## src/rtl/cpu_pkg.sv

```systemverilog
// rtl/cpu_pkg.sv - shared opcode and phase definitions for the VeriRISC sequencer
package cpu_pkg;

    localparam int OPCODE_W = 3;

    localparam logic [OPCODE_W-1:0] HLT = 3'd0;
    localparam logic [OPCODE_W-1:0] SKZ = 3'd1;
    localparam logic [OPCODE_W-1:0] ADD = 3'd2;
    localparam logic [OPCODE_W-1:0] AND = 3'd3;
    localparam logic [OPCODE_W-1:0] XOR = 3'd4;
    localparam logic [OPCODE_W-1:0] LDA = 3'd5;
    localparam logic [OPCODE_W-1:0] STO = 3'd6;
    localparam logic [OPCODE_W-1:0] JMP = 3'd7;

    typedef enum logic [2:0] {
        INST_ADDR  = 3'd0,
        INST_FETCH = 3'd1,
        INST_LOAD  = 3'd2,
        IDLE       = 3'd3,
        OP_ADDR    = 3'd4,
        OP_FETCH   = 3'd5,
        ALU_OP     = 3'd6,
        STORE      = 3'd7
    } phase_t;

    // Opcodes that read memory and write the result into the accumulator.
    function automatic logic is_alu_op(input logic [OPCODE_W-1:0] op);
        return (op == ADD) || (op == AND) || (op == XOR) || (op == LDA);
    endfunction

endpackage

```

## src/rtl/phase_counter.sv

```systemverilog
// rtl/phase_counter.sv - 3-bit instruction phase counter with hold enable
module phase_counter
    import cpu_pkg::*;
(
    input  logic   clk,
    input  logic   rst,
    input  logic   enable,
    output phase_t phase
);

    phase_t phase_next;

    // Phase register: reset forces the start of an instruction immediately.
    always_ff @(posedge clk or posedge rst) begin
        if (rst) begin
            phase <= INST_ADDR;
        end else begin
            phase <= phase_next;
        end
    end

    // Advance one phase per clock, wrapping STORE back to INST_ADDR; hold when disabled.
    always_comb begin
        phase_next = phase;
        if (enable) begin
            phase_next = phase_t'(phase + 3'd1);
        end
    end

endmodule

```

## src/rtl/controller.sv

```systemverilog
// rtl/controller.sv - VeriRISC instruction sequencer and control strobe decode
module controller
    import cpu_pkg::*;
#(
    parameter int OPCODE_W = 3
) (
    input  logic                clk,
    input  logic                rst,
    input  logic [OPCODE_W-1:0] opcode,
    input  logic                zero,
    output logic                sel,
    output logic                rd,
    output logic                ld_ir,
    output logic                halt,
    output logic                inc_pc,
    output logic                ld_ac,
    output logic                ld_pc,
    output logic                wr,
    output logic                data_e
);

    phase_t phase;
    logic   enable;
    logic   alu_op;

    assign alu_op = is_alu_op(opcode);

    // HLT freezes the sequencer in OP_ADDR; only reset leaves it.
    assign enable = !((phase == OP_ADDR) && (opcode == HLT));

    phase_counter u_phase_counter (
        .clk    (clk),
        .rst    (rst),
        .enable (enable),
        .phase  (phase)
    );

    // Strobe decode from the current phase, opcode and zero flag.
    always_comb begin
        sel    = 1'b0;
        rd     = 1'b0;
        ld_ir  = 1'b0;
        halt   = 1'b0;
        inc_pc = 1'b0;
        ld_ac  = 1'b0;
        ld_pc  = 1'b0;
        wr     = 1'b0;
        data_e = 1'b0;
        unique case (phase)
            INST_ADDR: begin
                sel = 1'b1;
            end
            INST_FETCH: begin
                sel = 1'b1;
                rd  = 1'b1;
            end
            INST_LOAD, IDLE: begin
                sel   = 1'b1;
                rd    = 1'b1;
                ld_ir = 1'b1;
            end
            OP_ADDR: begin
                inc_pc = 1'b1;
                halt   = (opcode == HLT);
            end
            OP_FETCH: begin
                rd = alu_op;
            end
            ALU_OP: begin
                rd     = alu_op;
                inc_pc = (opcode == SKZ) && zero;
                ld_pc  = (opcode == JMP);
                data_e = (opcode == STO);
            end
            STORE: begin
                rd     = alu_op;
                ld_ac  = alu_op;
                ld_pc  = (opcode == JMP);
                wr     = (opcode == STO);
                data_e = (opcode == STO);
            end
            default: begin
                sel = 1'b0;
            end
        endcase
    end

endmodule

```

## config.mk

```make
export PLATFORM = sky130hd
export DESIGN_NAME = controller
export DESIGN_NICKNAME = d
export VERILOG_FILES = /design/src/rtl/cpu_pkg.sv /design/src/rtl/phase_counter.sv /design/src/rtl/controller.sv
export SDC_FILE = /design/constraint.sdc
export NUM_CORES = 1
export LEC_CHECK = 0
export CORE_AREA = 2 2 39 41
export DETAILED_ROUTE_END_ITERATION = 10
export DIE_AREA = 0 0 41 43
export GPL_ROUTABILITY_DRIVEN = 0
export PLACE_DENSITY = 0.55
export SLEW_MARGIN = 20
export SYNTH_ARGS = -nofsm -noshare
export SYNTH_HDL_FRONTEND = slang
export SYNTH_SLANG_ARGS = --single-unit
```

## constraint.sdc

```tcl
create_clock -name clk -period 1.4 [get_ports clk]
set_input_delay 0.28 -clock clk [delete_from_list [all_inputs] [get_ports clk]]
set_output_delay 0.28 -clock clk [all_outputs]
set_load 0.1 [all_outputs]
```

# --- Word level (Yosys, flattened, before mapping) ---
# Cells that the tools add are included.
word_totals:
  ff_bits: 3
  output_inout_bits: 9
op_classes:
  n_addsub: 1
  eq_ne: 14
  muxes: 9
  n_reduce_logical: 12
ops:
  columns: ["cell", "count"]
  rows:
  - ["== test 3 bit (second input constant)", 8]
  - ["== test 3 x 2 -> 1 bit (second input constant)", 4]
  - ["two-way mux 1 bit", 7]
  - ["== test 3 x 1 -> 1 bit (second input constant)", 2]
  - ["logical NOT 3 bit", 2]
  - ["OR reduction 3 bit", 2]
  - ["case mux 1 bit (2 select lines)", 2]
  - ["OR reduction 2 bit", 2]
  - ["OR reduction 4 bit", 1]
  - ["adder 3 x 1 -> 3 bit (second input constant)", 1]
  - ["logical OR 1 bit", 3]
  - ["logical AND 1 bit", 2]

# --- Longest topological paths before layout ---
logic_depth:
  depth_word: 5
  mapped_depth: 4
  mapped_depth_nobuf: 4

# --- Cells and area by module ---
# Synthesis repeated with hierarchy kept, for this count alone.
unflattened:
  hier_cells: 27
  area_unflattened_um2: 241.5
modules_own_cells:
  columns: ["module", "instances", "cells_per_inst", "area_per_inst_um2"]
  rows:
  - ["phase_counter", 1, 9, 127.6]
  - ["controller", 1, 18, 113.9]

# --- Worst setup path before layout ---
# No wires, ideal clock.
synth_path:
  path_type: "register to output"
  start: "register u_phase_counter.phase[0]"
  end: "output ld_pc"
  t_arrival_ns: 3.046
  required_time_ns: 1.120
  slack_ns: -1.926
  stages_incl_launch_ff: 5
  n_path_buf: 0
  cell_sequence: "dfrtp_1 -> inv_1 -> ha_1 -> a21oi_1 -> nor3b_1"
synth_via:
  elab_chain_len: 3
  word_cells_on_any_way: 4
synth_lines:
  columns: ["element", "line", "rtl"]
  rows:
  - ["start: declaration", "phase_counter.sv:8", "output phase_t phase"]
  - ["start signal: assignment", "phase_counter.sv:18", "phase <= phase_next;"]
  - ["== test 3 bit", "controller.sv:49", "unique case (phase)"]
  - ["OR reduction 2 bit (no source line) *", null, null]
  - ["two-way mux 1 bit *", null, null]
  - ["end: declaration", "controller.sv:17", "output logic ld_pc,"]
# Every way passes the cells marked *; elsewhere a longest branch is shown, timed or not.

# --- Worst setup path after layout ---
layout_path:
  start: "register u_phase_counter.phase[0]"
  end: "output sel"
layout_via:
  elab_chain_len: 3
  word_cells_on_any_way: 6
layout_lines:
  columns: ["element", "line", "rtl"]
  rows:
  - ["== test 3 x 2 -> 1 bit (tied with other cells)", "controller.sv:49", null]
  - ["OR reduction 4 bit (no source line) *", null, null]
  - ["two-way mux 1 bit *", "controller.sv:49", null]
  - ["end: declaration", "controller.sv:11", "output logic sel,"]
# Marked as above.

==> flow_metrics.py <==
metrics = {
    "outcome": {
        "outcome": "finished, violations left",
        "violations": "negative setup slack",
    },
    "place": {
        "numPlacedInstances": 75,
        "io_buffers": 14,
        "preCtsSetupSlack_ns": -0.459,
        "hpwl_um": 855,
    },
    "detailed_routing": {
        "ant_nets": 0,
        "dr.pass1.iters": 2,
        "wl_per_cell_um": 12.6,
        "via_per_inst": 4.54,
        "dr.first_iter.drc_count": 3,
        "drc_errors": 0,
        "num_vias": 368,
        "routed_wirelength_mm": 1.02,
    },
    "setup_path": {
        "worstPathArrival_ns": 1.55,
        "rrSetupSlack_ns": -0.07,
        "crit_end": "sel",
        "criticalPathCategory": "flop to output pin",
        "regToRegStartpoint": "u_phase_counter.phase[0]$_DFFE_PP0N_",
        "end_kind": "output pin",
        "cp-start-kind": "flop",
        "critPathLaunch": "u_phase_counter.phase[0]$_DFFE_PP0N_",
        "r2r-end": "u_phase_counter.phase[1]$_DFFE_PP0N_",
        "crit_fanout": 4,
        "rr_worst_depth": 6,
        "required_ns": 1.12,
    },
    "yosys": {
        "ys_warn_count": 0,
        "netlist_instances": 35,
        "ys_ff_latch": 3,
        "synth.distinct_cells": 19,
        "syn-num-nets": 47,
        "yosysSeqAreaShare_pct": 23.2,
        "netlist_area_um2": 324,
        "syn-mean-instance-area_um2": 9.26,
    },
    "floorplan": {
        "row_count": 14,
        "io_pins": 15,
        "chipHeight_um": 43,
        "fp.dieW_um": 41,
        "initial_utilization_pct": 23.4,
        "dieArea_um2": 1760,
        "core-area_um2": 1380,
    },
    "sta": {
        "min_period_ns": 1.83,
        "setup_slack_ns": -0.435,
        "fmaxAchievable_mhz": 545,
        "finalSetupViolations": 11,
        "slew_headroom_pct": 79.1,
        "slew_violations": 0,
        "rsz0062_at_grt": "true",
        "hold_viol_final": 0,
        "worst_pin_slew_ns": 0.312,
        "period_share_pct": 131,
        "fin_skew_ns": 0.00740,
        "whs_ns": 0.222,
    },
    "flow_run": {
        "drv_cap": 0,
    },
    "layout": {
        "syn_to_final_growth_pct": 181,
        "drive_gt1_share_pct": 78.5,
        "largest_register_ffs": 3,
        "finalNonFillerCells": 81,
        "nNetsFinal": 78,
        "n_antenna_cell": 0,
        "top_regs": "u_phase_counter.phase: 3 flops",
        "regMostFlops": "u_phase_counter.phase",
        "finish.utilization_pct": 65.8,
    },
    "clock_tree": {
        "cts_sinks": 3,
        "htreeDepth": 1,
        "root_buffer": "clkbuf_4",
        "cts_max_path_buffers": 2,
        "cts-buffers-inserted": 3,
        "clk_latency_ns": 0.24,
        "path_clk_slew_ns": 0.04,
        "cts_tree": "yes",
    },
    "grt": {
        "gr-total-overflow": 0,
        "grt_usage_pct": 16.0,
        "grt_use_met1_pct": 17.0,
        "grt_pass1_wl_mm": 1.84,
        "antenna_found_initial": 0,
        "grtUsageMet2_pct": 26.6,
        "grt_max_degree": 6,
        "grt_pass1_vias": 406,
        "grtUsageMet3_pct": 3.66,
        "top_usage_layer": "met2",
    },
    "worst_hold_path": {
        "holdCritPathClass": "input port to asynchronous set/reset pin",
    },
}
[layout make-up]
| type | instances | area, um^2 |
|---|---|---|
| Clock buffer | 4 | 26.3 |
| Fill cell | 112 | 473 |
| Inverter | 6 | 31.3 |
| Multi-Input combinational cell | 26 | 425 |
| Sequential cell | 3 | 78.8 |
| Tap cell | 16 | 20.0 |
| Timing Repair Buffer | 26 | 329 |
[how the worst min path moves through the flow]
stage | cells after the start | end | slack [ns] | start
detailed placement | 2 | u_phase_counter.phase[1]$_DFFE_PP0N_ | 0.46 | rst
CTS | 2 | u_phase_counter.phase[1]$_DFFE_PP0N_ | 0.21 | rst
finish | 2 | u_phase_counter.phase[1]$_DFFE_PP0N_ | 0.22 | rst
global placement | 2 | u_phase_counter.phase[1]$_DFFE_PP0N_ | 0.45 | rst
global route | 2 | u_phase_counter.phase[1]$_DFFE_PP0N_ | 0.25 | rst
floorplan | 1 | u_phase_counter.phase[0]$_DFFE_PP0N_ | 0.03 | rst
[synthesized netlist by cell type]
library cell	instances	area share, %
a21oi_1	1	1.5
inv_2	1	1.2
nor3b_1	2	4.6
nor2b_1	1	1.9
a21o_1	1	2.3
nand4b_4	1	7.3
a41oi_1	1	2.7
xnor2_1	2	5.4
o21bai_1	1	2.3
inv_1	5	5.8
nor2_1	2	2.3
o221ai_1	1	2.7
mux2_4	1	4.6
nor2_2	1	1.9
dfrtp_1	3	23
o21ai_0	1	1.5
ha_1	6	23
nor3_1	2	3.1
nand2_1	2	2.3
[cell families (layout without fill, tap and decap cells)]
kind of cell	Yosys count	after routing	share of synthesized area, %
AOI/OAI and AO/OA	6	6	13.1
xor gates and xnor gates	2	2	5.41
adders and majority gates	6	6	23.2
buffers and inverters	6	36	6.95
DFF	3	3	23.2
muxes	1	1	4.63
and+or+nand+nor	11	11	23.6
[through the flow]
step | setup TNS [ns] | area, um^2
global route | -3.81 | 911
detailed placement | -3.64 | 825
floorplan | -2.94 | 499
global placement | -3.40 | 825
CTS | -3.42 | 890
finish | -3.24 | 911
[cells in the final DEF, fill, tap and decap left out, types with 2 or more instances in the layout]
cell             instances
buf_12                   9
buf_4                    9
ha_4                     5
inv_1                    3
clkbuf_4                 3
clkdlybuf4s50_1          3
buf_6                    3
dfrtp_2                  3
nor2_2                   2
nand2_1                  2
inv_4                    2
xnor2_2                  2
nor3_4                   2
nor3b_4                  2
dlygate4sd2_1            2
[per-layer routing]
layer	part of all wire, %	wire (um)
met4	3.0	31
met2	61	622
met1	33	337
met5	0	0
met3	2.8	29
[critical path, stage by stage (launching register included)]
cell and delay [ns]:
dfrtp_2 0.45, ha_4 0.19, ha_4 0.16, a21o_4 0.18, o21bai_4 0.17, buf_12 0.17
[repair_timing]
item	4_1_cts	5_1_grt
setup buffers	1	2
resized for setup	8	4
cloned	0	0
setup endpoints to repair	11	12
pin swaps	2	1
hold buffers	0	0
Power is left out: the tool's default activity adds up to more than one toggle a clock period on the data nets, which glitch-free logic cannot reach.
